$ cat src/rtl/data_controller_rr.sv
// LSU <-> global-memory data controller: grants one core per transaction and fans its lanes onto the memory lanes.
// Optional build macro DATA_CTRL_RR_ARB_EN selects round-robin arbitration; otherwise the lowest core index wins.
module data_controller_rr #(
  parameter int NUM_CORES      = 4,
  parameter int MAX_THREADS    = 4,
  parameter int MEM_ADDR_WIDTH = 8,
  parameter int MEM_DATA_WIDTH = 16
) (
  input  logic                                                     clk,
  input  logic                                                     reset,
  input  logic [NUM_CORES*MAX_THREADS-1:0]                         read_req_addr_val,
  input  logic [NUM_CORES*MAX_THREADS-1:0][MEM_ADDR_WIDTH-1:0]     read_req_addr,
  output logic [NUM_CORES*MAX_THREADS-1:0]                         read_req_rdy,
  output logic [NUM_CORES*MAX_THREADS-1:0][MEM_DATA_WIDTH-1:0]     read_resp_data,
  output logic [NUM_CORES*MAX_THREADS-1:0]                         read_resp_data_val,
  input  logic [NUM_CORES*MAX_THREADS-1:0]                         read_resp_rdy,
  input  logic [NUM_CORES*MAX_THREADS-1:0]                         write_req_val,
  input  logic [NUM_CORES*MAX_THREADS-1:0][MEM_ADDR_WIDTH-1:0]     write_req_addr,
  input  logic [NUM_CORES*MAX_THREADS-1:0][MEM_DATA_WIDTH-1:0]     write_req_data,
  output logic [NUM_CORES*MAX_THREADS-1:0]                         write_req_rdy,
  output logic [NUM_CORES*MAX_THREADS-1:0]                         write_resp_val,
  output logic [MAX_THREADS-1:0]                                   mem2read_req_addr_val,
  output logic [MAX_THREADS-1:0][MEM_ADDR_WIDTH-1:0]               mem2read_req_addr,
  input  logic [MAX_THREADS-1:0]                                   mem2read_req_rdy,
  input  logic [MAX_THREADS-1:0]                                   mem2read_resp_data_val,
  input  logic [MAX_THREADS-1:0][MEM_DATA_WIDTH-1:0]               mem2read_resp_data,
  output logic [MAX_THREADS-1:0]                                   mem2read_resp_rdy,
  output logic [MAX_THREADS-1:0]                                   mem2write_req_val,
  output logic [MAX_THREADS-1:0][MEM_ADDR_WIDTH-1:0]               mem2write_req_addr,
  output logic [MAX_THREADS-1:0][MEM_DATA_WIDTH-1:0]               mem2write_req_data,
  input  logic [MAX_THREADS-1:0]                                   mem2write_req_rdy,
  input  logic [MAX_THREADS-1:0]                                   mem2write_resp_val,
  output logic [((NUM_CORES > 1) ? $clog2(NUM_CORES) : 1)-1:0]     compute_unit,
  output logic                                                     busy
);

  localparam int T  = MAX_THREADS;
  localparam int CW = (NUM_CORES > 1) ? $clog2(NUM_CORES) : 1;

  localparam logic [1:0] S_IDLE    = 2'd0;
  localparam logic [1:0] S_ISSUE   = 2'd1;
  localparam logic [1:0] S_WAIT    = 2'd2;
  localparam logic [1:0] S_DELIVER = 2'd3;

  logic [1:0]    state_q, state_d;
  logic          op_wr_q, op_wr_d;
  logic [T-1:0]  mask_q, mask_d;
  logic [T-1:0]  issued_q, issued_d;
  logic [T-1:0]  got_q, got_d;
  logic [CW-1:0] core_q, core_d;

  logic [T-1:0][MEM_ADDR_WIDTH-1:0] addr_q;
  logic [T-1:0][MEM_DATA_WIDTH-1:0] wdata_q;
  logic [T-1:0][MEM_DATA_WIDTH-1:0] rdata_q;

  logic [NUM_CORES-1:0] core_req;
  logic                 found;
  logic [CW-1:0]        win;
  logic [CW-1:0]        start_w;
  int                   arb_idx;
  logic                 grant;
  logic [T-1:0]         win_rd, win_wr;
  logic                 win_is_rd;

  logic                 active;
  logic [T-1:0]         req_fire;
  logic [T-1:0]         rd_hit, wr_hit, lane_done;
  logic [T-1:0]         lane_rsp_rdy;

  // Arbiter: scan cores starting at start_w, first requester wins
  always_comb begin
    core_req = '0;
    found    = 1'b0;
    win      = '0;
    arb_idx  = 0;
    for (int c = 0; c < NUM_CORES; c++) begin
      core_req[c] = (|read_req_addr_val[c*T +: T]) | (|write_req_val[c*T +: T]);
    end
    for (int i = 0; i < NUM_CORES; i++) begin
      arb_idx = (int'(start_w) + i) % NUM_CORES;
      if (!found && core_req[arb_idx]) begin
        found = 1'b1;
        win   = CW'(arb_idx);
      end
    end
  end

`ifdef DATA_CTRL_RR_ARB_EN
  logic [CW-1:0] start_q;

  always_ff @(posedge clk) begin
    if (reset) begin
      start_q <= '0;
    end else if (grant) begin
      start_q <= (int'(win) == NUM_CORES - 1) ? '0 : win + CW'(1);
    end
  end

  assign start_w = start_q;
`else
  assign start_w = '0;
`endif

  assign grant     = (state_q == S_IDLE) && found;
  assign win_rd    = read_req_addr_val[int'(win)*T +: T];
  assign win_wr    = write_req_val[int'(win)*T +: T];
  assign win_is_rd = |win_rd;

  assign active       = (state_q == S_ISSUE) || (state_q == S_WAIT);
  assign lane_rsp_rdy = read_resp_rdy[int'(core_q)*T +: T];

  // Memory side: issue lanes independently, accept responses from ISSUE onwards
  always_comb begin
    mem2read_req_addr_val = '0;
    mem2write_req_val     = '0;
    if (state_q == S_ISSUE) begin
      if (op_wr_q) mem2write_req_val     = mask_q & ~issued_q;
      else         mem2read_req_addr_val = mask_q & ~issued_q;
    end
    mem2read_resp_rdy = (active && !op_wr_q) ? (mask_q & ~got_q) : '0;
    for (int t = 0; t < T; t++) begin
      mem2read_req_addr[t]  = mem2read_req_addr_val[t] ? addr_q[t]  : '0;
      mem2write_req_addr[t] = mem2write_req_val[t]     ? addr_q[t]  : '0;
      mem2write_req_data[t] = mem2write_req_val[t]     ? wdata_q[t] : '0;
    end
  end

  assign req_fire  = (mem2read_req_addr_val & mem2read_req_rdy) |
                     (mem2write_req_val & mem2write_req_rdy);
  assign rd_hit    = mem2read_resp_data_val & mem2read_resp_rdy;
  assign wr_hit    = (active && op_wr_q) ? (mem2write_resp_val & mask_q & ~got_q) : '0;
  assign lane_done = op_wr_q ? wr_hit : rd_hit;

  always_comb begin
    state_d  = state_q;
    op_wr_d  = op_wr_q;
    mask_d   = mask_q;
    issued_d = issued_q;
    got_d    = got_q;
    core_d   = core_q;
    case (state_q)
      S_IDLE: begin
        if (found) begin
          state_d  = S_ISSUE;
          op_wr_d  = ~win_is_rd;
          mask_d   = win_is_rd ? win_rd : win_wr;
          issued_d = '0;
          got_d    = '0;
          core_d   = win;
        end
      end
      S_ISSUE: begin
        issued_d = issued_q | req_fire;
        got_d    = got_q | lane_done;
        if ((issued_d & mask_q) == mask_q) state_d = S_WAIT;
      end
      S_WAIT: begin
        got_d = got_q | lane_done;
        if ((got_d & mask_q) == mask_q) state_d = S_DELIVER;
      end
      default: begin
        // Read lanes retire one by one as the LSU accepts; writes just pulse once
        if (op_wr_q) begin
          got_d   = '0;
          state_d = S_IDLE;
        end else begin
          got_d = got_q & ~lane_rsp_rdy;
          if (got_d == '0) state_d = S_IDLE;
        end
      end
    endcase
  end

  always_ff @(posedge clk) begin
    if (reset) begin
      state_q  <= S_IDLE;
      op_wr_q  <= 1'b0;
      mask_q   <= '0;
      issued_q <= '0;
      got_q    <= '0;
      core_q   <= '0;
    end else begin
      state_q  <= state_d;
      op_wr_q  <= op_wr_d;
      mask_q   <= mask_d;
      issued_q <= issued_d;
      got_q    <= got_d;
      core_q   <= core_d;
    end
  end

  always_ff @(posedge clk) begin
    if (grant) begin
      for (int t = 0; t < T; t++) begin
        addr_q[t]  <= win_is_rd ? read_req_addr[int'(win)*T + t] : write_req_addr[int'(win)*T + t];
        wdata_q[t] <= write_req_data[int'(win)*T + t];
      end
    end
  end

  always_ff @(posedge clk) begin
    if (reset) begin
      rdata_q <= '0;
    end else begin
      for (int t = 0; t < T; t++) begin
        if (rd_hit[t]) rdata_q[t] <= mem2read_resp_data[t];
      end
    end
  end

  // LSU side: only the granted core's lanes ever see rdy/valid/data
  always_comb begin
    read_req_rdy       = '0;
    write_req_rdy      = '0;
    read_resp_data_val = '0;
    read_resp_data     = '0;
    write_resp_val     = '0;
    if (grant) begin
      if (win_is_rd) read_req_rdy[int'(win)*T +: T]  = win_rd;
      else           write_req_rdy[int'(win)*T +: T] = win_wr;
    end
    if (state_q == S_DELIVER) begin
      for (int t = 0; t < T; t++) begin
        if (op_wr_q) begin
          write_resp_val[int'(core_q)*T + t] = mask_q[t];
        end else begin
          read_resp_data_val[int'(core_q)*T + t] = got_q[t];
          read_resp_data[int'(core_q)*T + t]     = got_q[t] ? rdata_q[t] : '0;
        end
      end
    end
  end

  assign compute_unit = core_q;
  assign busy         = (state_q != S_IDLE);

endmodule

$ cat config.mk
export PLATFORM = sky130hd
export DESIGN_NAME = data_controller_rr
export DESIGN_NICKNAME = d
export VERILOG_FILES = /design/src/rtl/data_controller_rr.sv
export SDC_FILE = /design/constraint.sdc
export NUM_CORES = 1
export LEC_CHECK = 0
export ABC_AREA = 1
export ABC_CLOCK_PERIOD_IN_PS = 7800
export CAP_MARGIN = 20
export CORE_AREA = 4 4 431 433
export CTS_CLUSTER_SIZE = 24
export DETAILED_ROUTE_END_ITERATION = 8
export DIE_AREA = 0 0 435 437
export DONT_BUFFER_PORTS = 1
export PLACE_DENSITY = 0.3
export RECOVER_POWER = 50
export SETUP_SLACK_MARGIN = 0.15
export SKIP_LAST_GASP = 1
export SYNTH_ARGS = -nofsm -noshare
export SYNTH_HDL_FRONTEND = slang
export SYNTH_SLANG_ARGS = --single-unit
$ cat constraint.sdc
create_clock -name clk -period 7.8 [get_ports clk]
set_input_delay 2.34 -clock clk [delete_from_list [all_inputs] [get_ports clk]]
set_output_delay 2.34 -clock clk [all_outputs]
set_load 0.01 [all_outputs]
==> impl_metrics.env <==
export IMPL_violations="max-capacitance violations, max-slew violations"
export IMPL_core_area_mm2=0.182
export IMPL_max_freq_mhz=138
export IMPL_relSlewSlack_pct=-84.4
export IMPL_avgSynthCellArea_um2=6.10
export IMPL_cts_made_buffers=17
export IMPL_worstSetupEndpointType="flop"
export IMPL_period_share_pct=93.0
export IMPL_layout_commonest_cell="nor2_1"
export IMPL_cts_tree="yes"
export IMPL_wirelength_um=113000
export IMPL_timing_final_hold_violations=0
export IMPL_grt_pass1_wl_um=146000
export IMPL_final_cell_mix="nor2_1, o21ai_0, inv_1"
export IMPL_hold_buffers=0
export IMPL_hold_path_class="reg -> reg"
export IMPL_postCtsSetupRepairBufs=0
export IMPL_cp_arrival_ns=7.64
export IMPL_synth_distinct_cells=33
export IMPL_setup_violations_final=0
export IMPL_wl_per_cell_um=25.3
export IMPL_die_w_um=435
export IMPL_cts_resized=0
export IMPL_numPortBuffers=0
export IMPL_cts_path_max_buffers=2
export IMPL_die_y_um=437
export IMPL_yosysSeqAreaShare_pct=34.3
export IMPL_vias_per_cell=3.46
export IMPL_io_pins=1105
export IMPL_placed_area_mm2=0.0159
export IMPL_ys_ff_latch=177
export IMPL_firstDrtPassIters=5
export IMPL_setup_tns_ns=0
export IMPL_yosysWarnings=0
export IMPL_insertion_delay_ns=0.55
export IMPL_finalMaxSlewViolations=300
export IMPL_synthesis_area_mm2=0.0131
export IMPL_cts_root_buffer="clkbuf_16"
export IMPL_start_util_pct=7.22
export IMPL_rsz0062_at_grt="no"
export IMPL_clkSinkCount=177
export IMPL_drv_cap=10
export IMPL_num_rows=157
export IMPL_grt_usage_pct=11.3
export IMPL_crit_fanout=161
export IMPL_fin_util_pct=9.04
export IMPL_gr_total_overflow=0
export IMPL_period_needed_ns=7.25
export IMPL_htreeDepth=4
export IMPL_start_kind="input port"
export IMPL_clock_skew_ns=0.0153
export IMPL_place_congestion=0.933
export IMPL_antenna_found_initial=63
export IMPL_ant_nets=0
export IMPL_worst_pin_slew_ns=2.77
export IMPL_vias=15500
export IMPL_grt_max_degree=162
export IMPL_final_nets=2720
export IMPL_synth_area_top_cells="edfxtp_1, nor2_1, o21ai_0, dfxtp_1, inv_1"
export IMPL_syn_num_nets=2806
export IMPL_irDropWorstVdd_uv=148
export IMPL_leakagePower_uw=0.00525
export IMPL_p_per_area_mw_per_mm2=192
export IMPL_dpl_hpwl_um=93700
export IMPL_area_growth_pct=25.2
export IMPL_timing_hold_ws_ns=0.481
export IMPL_drive_above_1_share_pct=3.46
export IMPL_clk_pin_slew_ns=0.08
export IMPL_crit_type="in -> reg"
export IMPL_dieArea_mm2=0.190
export IMPL_drcViolationCount=0
export IMPL_synthCells=2156
export IMPL_cp_required_ns=8.19
export IMPL_synth_top_area_share_pct=21.9
export IMPL_first_global_vias=14800
export IMPL_synth_area_leader_cell="edfxtp_1"
export IMPL_status="finished, violations left"
export IMPL_final_area_mm2=0.0165
export IMPL_drt_initial_drc_count=1279
## cell families (layout without fill, tap and decap cells)
family	count (synthesis)	in the layout	share of synthesized area, %
AOI/OAI and AO/OA	563	563	23.0
adders and majority gates	8	8	0.762
buffers and inverters	396	323	11.8
DFF	177	177	34.3
other	0	19	0
and+or+nand+nor	1012	1012	30.2
## critical path: stages
cell	delay (ns)
inv_1	0.05
nand2_1	0.05
nor2_1	0.16
nand2_1	0.09
nand2_1	0.06
nand2_1	0.27
nand2_8	0.28
clkbuf_2	0.78
clkbuf_1	1.80
buf_12	0.49
o21ai_0	0.17
o22ai_1	0.42
nand2_1	0.14
nand2_1	0.25
## state kept, by name, indices dropped and copies added, names as in the netlist
signal / flops
state_q: 2
mask_q: 4
compute_unit: 2
got_q: 4
op_wr_q: 1
addr_q: 32
wdata_q: 64
rdata_q: 64
issued_q: 4
## layout make-up
| cell class | instances | area (um2) |
|---|---|---|
| Multi-Input combinational cell | 1583 | 7120 |
| Fill cell | 21600 | 166000 |
| Clock buffer | 17 | 425 |
| Sequential cell | 177 | 4500 |
| Inverter | 250 | 948 |
| Clock inverter | 15 | 129 |
| Timing Repair Buffer | 41 | 300 |
| Antenna cell | 19 | 47.5 |
| Tap cell | 2385 | 2980 |
## where the power goes
part	switching, uW	total [uW]	internal, uW
Combinational	704	866	163
Sequential	87.5	1380	1290
Clock	508	924	416
Total	1300	3170	1870
## Yosys cell counts
master,number
edfxtp_1,96
o21ai_0,334
buf_6,5
nor2_8,1
o22ai_1,129
a21oi_1,82
buf_1,2
a21boi_0,1
inv_2,3
clkinv_1,3
nand2_2,6
buf_4,2
nand3_1,37
nand3_2,2
a21oi_2,3
nor2_4,1
nor2_1,747
nand3b_1,2
nand4_1,11
nor3_1,16
o21ai_1,2
nor4_1,3
dfxtp_1,81
nand2_1,184
a211oi_1,7
ha_1,8
inv_1,244
or2_2,1
a221oi_1,2
clkbuf_1,121
a31oi_1,3
nor3_2,1
buf_2,16
## path summary, 6_finish.rpt
kind	from	slack, ns	cells past startpoint	to
worst max-delay path	write_req_val[13]	0.55	14	addr_q[27]
worst min-delay path	issued_q[2]	0.48	2	issued_q[2]
worst max register to register	state_q[1]	2.08	7	wdata_q[47]
worst min register to register	issued_q[2]	0.48	2	issued_q[2]
## routing by layer
layer	part of all wire [%]	routed length, um	GRT usage, %	up-vias
met1	38	42600	12.7	7616
li1	-	-	-	6851
met2	50	57200	19.9	837
met5	0.32	360	0	-
met3	8.6	9800	3.87	178
met4	3.0	3370	3.76	56
## per-stage QoR
| step | setup WS, ns | total power, uW | cells |
|---|---|---|---|
| finish | 0.549 | 3170 | 4487 |
| global route | 0.264 | 3390 | 4473 |
| CTS | 0.577 | 3290 | 4468 |
| detailed placement | 0.586 | 2300 | 4436 |
| global placement | 0.599 | 2300 | 4433 |
| floorplan | 0.632 | 1860 | 2156 |
No activity file was read; power rests on OpenSTA's default activity.
